[src/rtl/vga_scan_reader.sv]
// ---------------------------------------------------------------------------
// vga_scan_reader
//
// Reads a frame buffer and scans it out as VGA video. It generates the
// horizontal and vertical timing (640x480 at 60 Hz with the default
// parameters) and drives the buffer read address. It registers the returned
// 12-bit pixel onto the RGB pins. The stored image is smaller than the screen.
// Each buffer pixel is repeated (1 << SCALE_SHIFT) times in both directions.
// Video is forced to black until the display is enabled. Enable and disable
// requests only take effect at the end of a frame, so a frame is never torn.
//
// Ports:
//   clk            system clock
//   reset          asynchronous, active-high reset
//   pix_en         pixel-rate tick; timing and outputs advance only when high
//   display_enable request to show buffer contents, sampled at frame end
//   pixel_out      buffer read data {R[11:8],G[7:4],B[3:0]}, combinational
//                  from row_read/col_read
//   row_read       buffer read row
//   col_read       buffer read column
//   vga_r/g/b      4-bit colour outputs
//   vga_hsync      horizontal sync, active low
//   vga_vsync      vertical sync, active low
//   frame_start    one-clock pulse when the counters return to (0,0)
//   displaying     high while the display is enabled (ACTIVE state)
// ---------------------------------------------------------------------------
module vga_scan_reader #(
  parameter int H_ACTIVE    = 640,
  parameter int H_FP        = 16,
  parameter int H_SYNC      = 96,
  parameter int H_BP        = 48,
  parameter int V_ACTIVE    = 480,
  parameter int V_FP        = 10,
  parameter int V_SYNC      = 2,
  parameter int V_BP        = 33,
  parameter int SCALE_SHIFT = 1
) (
  input  logic        clk,
  input  logic        reset,
  input  logic        pix_en,
  input  logic        display_enable,
  input  logic [11:0] pixel_out,
  output logic [7:0]  row_read,
  output logic [8:0]  col_read,
  output logic [3:0]  vga_r,
  output logic [3:0]  vga_g,
  output logic [3:0]  vga_b,
  output logic        vga_hsync,
  output logic        vga_vsync,
  output logic        frame_start,
  output logic        displaying
);

  localparam int H_TOTAL = H_ACTIVE + H_FP + H_SYNC + H_BP;
  localparam int V_TOTAL = V_ACTIVE + V_FP + V_SYNC + V_BP;

  localparam logic [9:0] H_LAST       = 10'(H_TOTAL - 1);
  localparam logic [9:0] V_LAST       = 10'(V_TOTAL - 1);
  localparam logic [9:0] H_VIS        = 10'(H_ACTIVE);
  localparam logic [9:0] V_VIS        = 10'(V_ACTIVE);
  localparam logic [9:0] H_SYNC_FIRST = 10'(H_ACTIVE + H_FP);
  localparam logic [9:0] H_SYNC_LAST  = 10'(H_ACTIVE + H_FP + H_SYNC - 1);
  localparam logic [9:0] V_SYNC_FIRST = 10'(V_ACTIVE + V_FP);
  localparam logic [9:0] V_SYNC_LAST  = 10'(V_ACTIVE + V_FP + V_SYNC - 1);

  typedef enum logic {
    IDLE   = 1'b0,
    ACTIVE = 1'b1
  } state_e;

  state_e state_q, state_d;

  logic [9:0]  h_cnt_q, h_cnt_d;
  logic [9:0]  v_cnt_q, v_cnt_d;
  logic        hsync_q, hsync_d;
  logic        vsync_q, vsync_d;
  logic [11:0] rgb_q, rgb_d;
  logic        frame_start_q, frame_start_d;

  logic h_at_last;
  logic v_at_last;
  logic frame_end;
  logic hs_raw;
  logic vs_raw;
  logic active_raw;

  // Position decode. frame_end marks the single tick that closes a frame.
  // Both the state machine and the frame_start pulse key off that tick.
  assign h_at_last  = (h_cnt_q == H_LAST);
  assign v_at_last  = (v_cnt_q == V_LAST);
  assign frame_end  = pix_en && h_at_last && v_at_last;
  assign active_raw = (h_cnt_q < H_VIS) && (v_cnt_q < V_VIS);
  assign hs_raw     = !((h_cnt_q >= H_SYNC_FIRST) && (h_cnt_q <= H_SYNC_LAST));
  assign vs_raw     = !((v_cnt_q >= V_SYNC_FIRST) && (v_cnt_q <= V_SYNC_LAST));

  // The buffer address is the screen position divided down by the scale
  // factor. It is parked at 0 in the blanking regions so the buffer sees a
  // legal address.
  always_comb begin
    col_read = 9'd0;
    row_read = 8'd0;
    if (h_cnt_q < H_VIS) begin
      col_read = 9'(h_cnt_q >> SCALE_SHIFT);
    end
    if (v_cnt_q < V_VIS) begin
      row_read = 8'(v_cnt_q >> SCALE_SHIFT);
    end
  end

  // Raster counters. The vertical counter only moves when a line wraps.
  always_comb begin
    h_cnt_d = h_cnt_q;
    v_cnt_d = v_cnt_q;
    if (pix_en) begin
      if (h_at_last) begin
        h_cnt_d = 10'd0;
        v_cnt_d = v_at_last ? 10'd0 : v_cnt_q + 10'd1;
      end else begin
        h_cnt_d = h_cnt_q + 10'd1;
      end
    end
  end

  always_ff @(posedge clk or posedge reset) begin
    if (reset) begin
      h_cnt_q <= 10'd0;
      v_cnt_q <= 10'd0;
    end else begin
      h_cnt_q <= h_cnt_d;
      v_cnt_q <= v_cnt_d;
    end
  end

  // Output pipeline stage. Syncs and colour go through the same register.
  // This keeps them aligned with each other, one tick behind the counters.
  // Colour is gated with the current state. A state change lands on the
  // frame-end tick, which is in blanking, so a frame is never partly shown.
  always_comb begin
    hsync_d       = hsync_q;
    vsync_d       = vsync_q;
    rgb_d         = rgb_q;
    frame_start_d = frame_end;
    if (pix_en) begin
      hsync_d = hs_raw;
      vsync_d = vs_raw;
      rgb_d   = (active_raw && (state_q == ACTIVE)) ? pixel_out : 12'h000;
    end
  end

  always_ff @(posedge clk or posedge reset) begin
    if (reset) begin
      hsync_q       <= 1'b1;
      vsync_q       <= 1'b1;
      rgb_q         <= 12'h000;
      frame_start_q <= 1'b0;
    end else begin
      hsync_q       <= hsync_d;
      vsync_q       <= vsync_d;
      rgb_q         <= rgb_d;
      frame_start_q <= frame_start_d;
    end
  end

  // Display state machine: state register.
  always_ff @(posedge clk or posedge reset) begin
    if (reset) begin
      state_q <= IDLE;
    end else begin
      state_q <= state_d;
    end
  end

  // Display state machine: next state. display_enable is only looked at on
  // the frame-end tick. A toggle or pulse at any other time is ignored.
  always_comb begin
    state_d = state_q;
    if (frame_end) begin
      case (state_q)
        IDLE:    if (display_enable)  state_d = ACTIVE;
        ACTIVE:  if (!display_enable) state_d = IDLE;
        default: state_d = IDLE;
      endcase
    end
  end

  // Display state machine: outputs.
  always_comb begin
    displaying = (state_q == ACTIVE);
  end

  assign vga_r       = rgb_q[11:8];
  assign vga_g       = rgb_q[7:4];
  assign vga_b       = rgb_q[3:0];
  assign vga_hsync   = hsync_q;
  assign vga_vsync   = vsync_q;
  assign frame_start = frame_start_q;

endmodule

[config.mk]
export PLATFORM = sky130hd
export DESIGN_NAME = vga_scan_reader
export DESIGN_NICKNAME = d
export VERILOG_FILES = /design/src/rtl/vga_scan_reader.sv
export SDC_FILE = /design/constraint.sdc
export NUM_CORES = 1
export LEC_CHECK = 0
export ABC_AREA = 1
export BUFFER_PORTS_ARGS = -buffer_cell sky130_fd_sc_hd__buf_2
export CAP_MARGIN = 5
export CELL_PAD_IN_SITES_DETAIL_PLACEMENT = 1
export CELL_PAD_IN_SITES_GLOBAL_PLACEMENT = 1
export CORE_UTILIZATION = 39
export CTS_BUF_LIST = sky130_fd_sc_hd__clkbuf_4 sky130_fd_sc_hd__clkbuf_8 sky130_fd_sc_hd__clkbuf_16
export DETAILED_ROUTE_END_ITERATION = 16
export GPL_TIMING_DRIVEN = 0
export MAX_ROUTING_LAYER = met4
export PLACE_DENSITY = 0.8
export SETUP_SLACK_MARGIN = 0.15
export SLEW_MARGIN = 20
export SYNTH_ARGS = -nofsm -noshare
export SYNTH_HDL_FRONTEND = slang
export SYNTH_SLANG_ARGS = --single-unit
[constraint.sdc]
create_clock -name clk -period 1.5 [get_ports clk]
set_input_delay 0.15 -clock clk [delete_from_list [all_inputs] [get_ports clk]]
set_output_delay 0.15 -clock clk [all_outputs]
set_load 0.01 [all_outputs]
==> results.json <==
{
  "yosysMostFrequentCell": "nand2_1",
  "cp_max_fo": 4,
  "power_leakage_nw": 1.61,
  "hold_class": "input pin to flip-flop",
  "hp-start": "display_enable",
  "routed_wl_mm": 8.46,
  "dpl-instance-area_mm2": 0.00241,
  "synth.area.top_cells": "dfrtp_1 (41%), nand2_1 (12%), nor2_1 (6.7%)",
  "io_buffers": 48,
  "cp_num_buf_inv": 1,
  "power_density_mw_per_mm2": 1010,
  "relSlewSlack_pct": 70.0,
  "final.setup_skew_ns": 0.00635,
  "htree_levels": 2,
  "cts.clk_slew.worst_paths_ns": 0.08,
  "gp_congestion": 0.822,
  "worstReg2RegEnd": "v_cnt_q[1]$_DFFE_PP0P_",
  "antenna_left": 0,
  "drtIter0Drc": 123,
  "yosys_warnings": 0,
  "cts_buffer_depth": 2,
  "vias_per_cell": 5.28,
  "cts_sinks": 36,
  "dr.pass1.iters": 4,
  "start_kind": "flip-flop",
  "final_hold_viol_count": 0,
  "min_to": "displaying$_DFFE_PP0P_",
  "cp_slowest_stage_delay_ns": 0.43,
  "tns_ns": -1.00,
  "critical_path_required_ns": 1.73,
  "dp_hpwl_mm": 4.06,
  "r2r_cells": 8,
  "peakVddDrop_v": 0.000787,
  "rsz0062_at_grt": "yes",
  "nets": 375,
  "fp-row-count": 26,
  "syn_avg_cell_area_um2": 7.91,
  "initial_utilization_pct": 40.4,
  "track_usage_pct": 28.0,
  "worst_slack_ns": -0.168,
  "synth_area_mm2": 0.00207,
  "design_area_mm2": 0.00315,
  "diodes": 0,
  "vias": 2244,
  "cp_top_family": "simple AND/OR/NAND/NOR gates",
  "end_kind": "flip-flop",
  "cap_violations": 0,
  "drc": 0,
  "cpMaxStageDelayCell": "dfrtp_1",
  "fmax_mhz": 600,
  "ys_async_sr_fraction_pct": 100,
  "synth_nets": 282,
  "boundaryPins": 49,
  "whs_ns": 0.0612,
  "setup_viol": 21,
  "die-height_um": 74.8,
  "layout_min_cycle_time_ns": 1.67,
  "synth-main-ff-cell": "dfrtp_1",
  "r2r_slack_ns": -0.17,
  "period_share_pct": 111,
  "synth-edff-count": 0,
  "yosys.area.top_type": "dfrtp_1",
  "overflow": 0,
  "status": "complete, but fails checks",
  "grt_pass1_wl_mm": 11.1,
  "synth_seq_area_share_pct": 43.7,
  "antenna_found_initial": 0,
  "violations": "negative setup slack",
  "ys_top_cells_by_count": "nand2_1 (67), nor2_1 (37), dfrtp_1 (34), inv_1 (29), o21ai_2 (13)",
  "final_max_slew_viol_count": 0,
  "crit_type": "flip-flop to flip-flop",
  "worstMarginPinSlew_ns": 0.450,
  "crit_arrival_ns": 1.89,
  "timing.rr.start": "h_cnt_q[1]$_DFFE_PP0P_",
  "min_path_cells": 3,
  "insertion_delay_ns": 0.30,
  "synth_cell_type_count": 31,
  "synthToLayoutAreaGrowth_pct": 52.5,
  "cts_buffers": 5,
  "die_area_mm2": 0.00559,
  "first_global_vias": 2209,
  "drive_above_1_share_pct": 54.1,
  "cts_tree": "done",
  "wl_per_cell_um": 19.9,
  "clockRootBuffer": "clkbuf_8",
  "crit_path_cell_trace": "ha_4 -> nand2_4 -> nor2_8 -> buf_4 -> nand4_1 -> nor2_2 -> nand3_1 -> o21ai_2",
  "synthesis.instances": 261,
  "die_w_um": 74.8,
  "grt_max_degree": 29,
  "core-area_mm2": 0.00511,
  "synth_top_area_share_pct": 41.2,
  "ys_seq_elements": 36
}
==> flip-flops by register name (all words and copies together), names as in the netlist <==
name	flops
frame_start	1
h_cnt_q	10
rgb_q	12
v_cnt_q	10
vga_vsync	1
displaying	1
vga_hsync	1
==> area by class of cell <==
cell class | count | area [µm²]
fill | 603 | 1960
multi-input combinational | 183 | 1230
sequential | 36 | 910
timing repair buffer | 86 | 626
inverter | 38 | 158
tap | 70 | 87.6
clock buffer | 5 | 68.8
clock inverter | 3 | 42.5
buffer | 4 | 31.3
==> stage by stage <==
step / power (mW) / instances / setup slack (ns) / utilization, %
6_report: 3.19 / 425 / -0.168 / 61.7
5_1_grt: 3.30 / 425 / -0.275 / 61.7
4_1_cts: 2.86 / 417 / 0.00489 / 56.6
3_5_place_dp: 1.88 / 380 / -0.0532 / 47.3
3_3_place_gp: 1.85 / 379 / -0.0428 / 46.9
2_1_floorplan: 1.66 / 261 / 0.153 / -
==> worst register-to-register path: cells and delay by family, from the launching register on <==
kind,cells,cell delay (ns)
AND/OR/NAND/NOR,5,0.73
flip-flops,1,0.43
adder cells (fa/ha/maj),1,0.18
buffers and inverters,1,0.15
AO/OA/AOI/OAI,1,0.10
==> cell usage in the layout, fill, tap and decap left out, types with 2 or more instances in the layout <==
cell type	instances
ha_1	3
inv_6	2
o21ai_2	17
dfrtp_1	29
nor2_2	13
a31oi_2	2
o21ai_1	6
nor2_1	22
xor2_1	8
inv_2	14
buf_12	2
inv_4	2
inv_1	20
dfstp_2	2
nand2_1	53
buf_6	10
nand3_1	8
nor2_8	2
buf_4	31
nor2_4	8
nor3_2	2
nand2_2	10
buf_2	43
nand2_4	7
nand4_1	4
nor3_1	3
clkbuf_8	5
nand3_2	3
dfrtp_2	5
==> worst max path at each step <==
stage	endpoint	startpoint	slack, ns	cells after the start
floorplan	v_cnt_q[5]$_DFFE_PP0P_	h_cnt_q[0]$_DFFE_PP0P_	0.15	8
global placement	h_cnt_q[3]$_DFFE_PP0P_	reset	-0.04	2
detailed placement	displaying$_DFFE_PP0P_	h_cnt_q[0]$_DFFE_PP0P_	-0.05	8
CTS	row_read[5]	v_cnt_q[9]$_DFFE_PP0P_	0.005	7
global route	v_cnt_q[1]$_DFFE_PP0P_	h_cnt_q[1]$_DFFE_PP0P_	-0.27	8
finish	v_cnt_q[1]$_DFFE_PP0P_	h_cnt_q[1]$_DFFE_PP0P_	-0.17	8
==> layer usage <==
metal	vias up	routed length, µm	global-route usage, %
li1	1000	-	-
met1	1120	3460	31.1
met2	90	4350	48.7
met3	34	358	6.02
met4	0	291	10.9
met5	-	0	-
==> power breakdown <==
group	internal (mW)	switching [mW]
logic	0.422	0.639
registers	1.07	0.157
clock network	0.493	0.412
total	1.98	1.21
==> logic make-up (layout without fill, tap and decap cells) <==
group,Yosys count,after routing,synth area share (%)
AND/OR/NAND/NOR,142,142,32.0
XOR/XNOR,8,8,3.39
flip-flops,36,36,43.7
AO/OA/AOI/OAI,28,28,9.45
buffers and inverters,42,136,8.36
adder cells (fa/ha/maj),5,5,3.03
==> timing repair <==
item / in CTS / in global routing
pin swaps: 13 / 17
hold buffers: 1 / 0
endpoints found under the setup margin: 45 / 47
resized for setup: 42 / 54
setup buffers: 27 / 8
cloned: 1 / 0
endpoints found under the hold margin: 8 / 0
No activity file was read; power rests on OpenSTA's default activity.
